File: config.mk
export PLATFORM = sky130hd
export DESIGN_NAME = hazard_stall_controller
export DESIGN_NICKNAME = d
export VERILOG_FILES = /design/src/rtl/hazard_stall_controller.sv
export SDC_FILE = /design/constraint.sdc
export NUM_CORES = 1
export LEC_CHECK = 0
export CAP_MARGIN = 20
export CORE_MARGIN = 2
export CORE_UTILIZATION = 44
export DETAILED_ROUTE_END_ITERATION = 10
export PLACE_DENSITY = 0.74
export SYNTH_ARGS = -nofsm -noshare
export SYNTH_HDL_FRONTEND = slang
export SYNTH_SLANG_ARGS = --single-unit
File: constraint.sdc
create_clock -name clk -period 2.59 [get_ports clk]
set_input_delay 0.259 -clock clk [delete_from_list [all_inputs] [get_ports clk]]
set_output_delay 0.259 -clock clk [all_outputs]
set_load 0.01 [all_outputs]
File: src/rtl/hazard_stall_controller.sv
// Pipeline sequencing for hazards forwarding cannot cover: load-use, MDU
// occupancy of EX, data-memory wait states and taken-branch flushes.
module hazard_stall_controller #(
   parameter int MDU_LATENCY = 4,
   parameter int CNT_W       = 4
) (
   input  logic        clk,
   input  logic        rst,
   input  logic [4:0]  IF_ID_rs1,
   input  logic [4:0]  IF_ID_rs2,
   input  logic        IF_ID_uses_rs1,
   input  logic        IF_ID_uses_rs2,
   input  logic [4:0]  ID_EX_rd,
   input  logic        ID_EX_mem_read,
   input  logic        mdu_start,
   input  logic        branch_taken,
   input  logic        dmem_req,
   input  logic        dmem_ready,
   output logic        pc_write,
   output logic        IF_ID_write,
   output logic        ID_EX_write,
   output logic        ID_EX_bubble,
   output logic        IF_ID_flush,
   output logic        ID_EX_flush,
   output logic        EX_MEM_write,
   output logic        EX_MEM_bubble,
   output logic        MEM_WB_write,
   output logic        mdu_busy,
   output logic        mdu_done,
   output logic [31:0] perf_stall_cycles
);

   typedef enum logic {RUN, MDU_WAIT} state_t;

   // First MDU cycle is spent in RUN, so the countdown starts two short.
   localparam int WAIT_INIT = (MDU_LATENCY > 1) ? MDU_LATENCY - 2 : 0;

   state_t            state_reg;
   logic [CNT_W-1:0]  cnt_reg;
   logic [31:0]       perf_reg;

   logic freeze;
   logic load_use;

   assign freeze   = dmem_req & ~dmem_ready;
   assign load_use = ID_EX_mem_read && (ID_EX_rd != 5'd0) &&
                     ((IF_ID_uses_rs1 && (ID_EX_rd == IF_ID_rs1)) ||
                      (IF_ID_uses_rs2 && (ID_EX_rd == IF_ID_rs2)));

   always_comb begin
      pc_write      = 1'b1;
      IF_ID_write   = 1'b1;
      ID_EX_write   = 1'b1;
      ID_EX_bubble  = 1'b0;
      IF_ID_flush   = 1'b0;
      ID_EX_flush   = 1'b0;
      EX_MEM_write  = 1'b1;
      EX_MEM_bubble = 1'b0;
      MEM_WB_write  = 1'b1;
      mdu_busy      = 1'b0;
      mdu_done      = 1'b0;
      if (rst) begin
         pc_write     = 1'b0;
         IF_ID_write  = 1'b0;
         ID_EX_write  = 1'b0;
         EX_MEM_write = 1'b0;
         MEM_WB_write = 1'b0;
         ID_EX_bubble = 1'b1;
         IF_ID_flush  = 1'b1;
         ID_EX_flush  = 1'b1;
      end else begin
         mdu_busy = (state_reg == MDU_WAIT);
         if (freeze) begin
            pc_write     = 1'b0;
            IF_ID_write  = 1'b0;
            ID_EX_write  = 1'b0;
            EX_MEM_write = 1'b0;
            MEM_WB_write = 1'b0;
         end else if (state_reg == RUN) begin
            if (branch_taken) begin
               IF_ID_flush = 1'b1;
               ID_EX_flush = 1'b1;
            end else if (mdu_start && MDU_LATENCY > 1) begin
               pc_write      = 1'b0;
               IF_ID_write   = 1'b0;
               ID_EX_write   = 1'b0;
               EX_MEM_bubble = 1'b1;
            end else if (mdu_start) begin
               mdu_done = 1'b1;
            end else if (load_use) begin
               pc_write     = 1'b0;
               IF_ID_write  = 1'b0;
               ID_EX_bubble = 1'b1;
            end
         end else if (cnt_reg != '0) begin
            pc_write      = 1'b0;
            IF_ID_write   = 1'b0;
            ID_EX_write   = 1'b0;
            EX_MEM_bubble = 1'b1;
         end else begin
            mdu_done = 1'b1;
         end
      end
   end

   always_ff @(posedge clk) begin
      if (rst) begin
         state_reg <= RUN;
         cnt_reg   <= '0;
         perf_reg  <= '0;
      end else begin
         if (!pc_write && perf_reg != 32'hFFFF_FFFF)
            perf_reg <= perf_reg + 32'd1;
         if (!freeze) begin
            if (state_reg == RUN) begin
               if (!branch_taken && mdu_start && MDU_LATENCY > 1) begin
                  state_reg <= MDU_WAIT;
                  cnt_reg   <= CNT_W'(WAIT_INIT);
               end
            end else if (cnt_reg != '0) begin
               cnt_reg <= cnt_reg - 1'b1;
            end else begin
               state_reg <= RUN;
            end
         end
      end
   end

   assign perf_stall_cycles = perf_reg;

endmodule

==> metrics.md <==
| Metric | Value |
|---|---|
| Result of the run | complete, no violations |
| Type of the tightest min-delay check | reg -> reg |
| Critical Path Source Type | flop |
| Die Area | 5229 um2 |
| Share of power burned in registers | 47.9% |
| Number of clock buffers inserted by TritonCTS | 5 |
| Peak supply drop | 0.0003228 V |
| Routed wire per std cell | 13.43 um |
| Worst hold path startpoint | cnt_reg[3] |
| Largest fanout on the critical path | 4 |
| First-pass GRT wire length | 8700 um |
| Kind of end point of the critical path | output pin |
| Endpoint of the lowest-slack register-to-register path | perf_stall_cycles[1] |
| Most frequent standard cell in the layout excluding fill and tap cells | clkdlybuf4s50_1 |
| Post-Place Cell Area | 2793 um2 |
| TritonCTS clock tree | built |
| Starting density of the core | 46.51% |
| Leakage power of the design | 0.9494 nW |
| Clock Tree Buf Depth | 2 |
| Worst path max stage delay | 550 ps |
| Setup slack of the most critical reg-to-reg path | 150 ps |
| Remaining global-route overflow | 0 |
| Placement Rows | 24 |
| Number of max-slew violations in the final report | 0 |
| Layout Skew | 1.779 ps |
| Post-route minimum period | 2485 ps |
| Clk pwr share | 36.4% |
| End of the worst hold path | cnt_reg[3] |
| Share of cells above drive strength 1 | 9.816% |
| Final routed wirelength across all metal layers | 5076 um |
| Share of the yosys chip area belonging to registers | 36.08% |
| Layout filler cell count | 388 |
| Achievable frequency | 402.4 MHz |
| Root buffer selected by CTS | clkbuf_8 |
| Number of buffers inserted by post-CTS setup repair | 0 |
| RR Startpoint | cnt_reg[0] |
| Combinational fraction of design power | 15.7% |
| Antenna diode count | 0 |
| Switching power total | 0.3083 mW |
| Post-synthesis net count | 282 |
| Global routing usage on met3 | 4.722% |
| Floorplan die width | 72.31 um |
| Max transition margin | 59.27% |
| Worst-Skew Late Latency | 290 ps |
| Design Power | 1.229 mW |
| Final cycle utilization of the critical path | 95.95% |
| Grt peak-use layer | met2 |
| Port buffer count | 66 |
| Global routing usage on met1 | 25.90% |
| Unrepaired setup endpoints after global routing | no |
| Post-layout nets | 352 |
| Final Hold Violating Endpoints | 0 |
| Cell count after synthesis | 255 |
| Per-cell via count in the routed design | 5.603 |
| Synth warn | 0 |
| Crit path arrival time | 2230 ps |
| Synth-to-layout area growth | 41.19% |
| Top-Level Pins | 67 |
| Worst path slowest cell | clkdlybuf4s50_1 |
| Post-route ant nets | 0 |
| Area of all placed cells without fillers | 2899 um2 |
| Multi-input combinational cell area | 1217 um2 |
| Setup TNS | 0 ps |
| Share of flip-flops with an asynchronous set or reset | 0% |
| Most used DFF post-synth | dfxtp_1 |
| Hold-critical path depth | 2 |
| Routing usage on met2 | 35.17% |
| Total internal power | 0.9209 mW |
| Sequence of cells on the critical path | inv_1 > ha_1 > or3b_1 > a21oi_2 > nand2_2 > inv_2 > clkdlybuf4s50_1 |
| Number of violations reported at the end of detailed-routing iteration 0 | 125 |
| H-tree Lvls | 2 |
| Drt drc | 0 |
| Total of endpoints with negative setup slack in the final report | 0 |
| Number of enable-type register cells in the synthesized netlist | 0 |
| Avg Inst Size Synth | 8.052 um2 |
| Vias in the first global route | 1,996 |
| Switching share of power | 25.08% |
| Gpl congestion | 0.7849 |
| Max FFs per register | 32 |
| Router iterations before antenna repair | 4 |
| Total power per unit cell area | 424.0 nW/um2 |
| Area inside the core boundary | 4414 um2 |
| Clk slew on worst S/H paths | 70 ps |
| Cell Area, Synth | 2053 um2 |
| HPWL after detailed placement | 3783 um |
| Number of cell instances on the worst register-to-register path | 9 |
| Maxcap violations | 0 |
| Sinks on the clock net | 37 |
| Most frequent cells in the layout | 64 x clkdlybuf4s50_1, 37 x dfxtp_1, 35 x a21oi_1 |
| Transition time at the pin with the least slew margin | 610.8 ps |
| Required arrival time at the worst endpoint | 2330 ps |
| CP Class | reg -> out |
| Overall via count from detail_route | 2,118 |
| Die H | 72.31 um |
| Total routing usage reported by global routing | 20.79% |
| Sequential cell area | 740.7 um2 |
| Number of different library cells in the post-synthesis netlist | 45 |
| FF+latch count, synth | 37 |
| Pin count of the biggest net entering global routing | 42 |
| Initial antenna violation count | 0 |
## how the worst max path moves through the flow
stage,startpoint,to
floorplan,cnt_reg[0],perf_stall_cycles[1]
global placement,ID_EX_rd[3],pc_write
detailed placement,ID_EX_rd[3],pc_write
CTS,cnt_reg[0],pc_write
global route,cnt_reg[0],ID_EX_write
finish,cnt_reg[0],ID_EX_write
## synth_stat cells, drive strengths merged, types with 2 or more instances
cell type | n | area [um2]
nor2 | 11 | 41.29
a21o | 2 | 15.01
or4 | 6 | 45.04
ha | 3 | 37.54
nor2b | 2 | 12.51
and4 | 5 | 43.79
o21ai | 29 | 148.9
o31ai | 5 | 37.54
nand2b | 2 | 12.51
nand3 | 7 | 40.04
inv | 7 | 26.27
nor4 | 3 | 25.02
dfxtp | 37 | 740.7
nand4 | 11 | 75.07
nor3b | 4 | 35.03
xor2 | 2 | 17.52
nand2 | 18 | 70.07
nor3 | 5 | 30.03
clkbuf | 6 | 22.52
a21oi | 36 | 183.9
or3 | 26 | 167.7
buf | 8 | 50.05
xnor2 | 10 | 87.58
## logic make-up after synthesis
kind of cell | after synthesis | synth area share (%)
AND/OR/NAND/NOR | 105 | 31.02
AO/OA/AOI/OAI | 76 | 20.66
flip-flops | 37 | 36.08
buffers and inverters | 21 | 4.814
XOR/XNOR | 12 | 5.119
adder cells (fa/ha/maj) | 3 | 1.828
multiplexers | 1 | 0.4875
## per-stage QoR
step	worst slack [ps]	utilization, %	cells	hold slack (ps)
after floorplan	474.3	-	255	453.2
after global placement	105.9	63.27	370	470.1
after detailed placement	79.21	63.27	370	474.5
after CTS	45.58	65.56	378	487.8
after global routing	10.43	65.67	378	534.7
final	105.0	65.67	378	484.2
## repair_timing
item	in CTS	in global routing
hold buffers	0	0
resized for setup	0	2
endpoints found under the setup margin	0	3
## power by group through the flow
stage                     combinational, mW  sequential (mW)  clock [mW]
after floorplan                      0.0991            0.602           0
after global placement                0.190            0.602           0
after detailed placement              0.193            0.602           0
after CTS                             0.194            0.589       0.456
after global routing                  0.210            0.591       0.482
final                                 0.193            0.589       0.447
## cell type report
type / instances / share of cell area, %
clock inverter: 1 / 0.1726
timing repair buffer: 77 / 25.81
multi-input combinational: 197 / 41.99
tap: 52 / 2.244
clock buffer: 7 / 3.323
sequential: 37 / 25.55
inverter: 7 / 0.9063
## layer usage
metal / routed length (um) / share of wire (%) / up-vias
li1: - / - / 1095
met2: 2395 / 47 / 57
met1: 2346 / 46 / 958
met5: 0 / 0 / -
met4: 65 / 1.3 / 0
met3: 268 / 5.3 / 8
## critical path, delay by kind of cell, from the launching register on
kind / cells / cell delay, ps
AOI/OAI and AO/OA: 1 / 200
adders and majority gates: 1 / 140
buffers and inverters: 3 / 750
DFF: 1 / 330
and+or+nand+nor: 2 / 520
(Power assumes the default switching activity.)
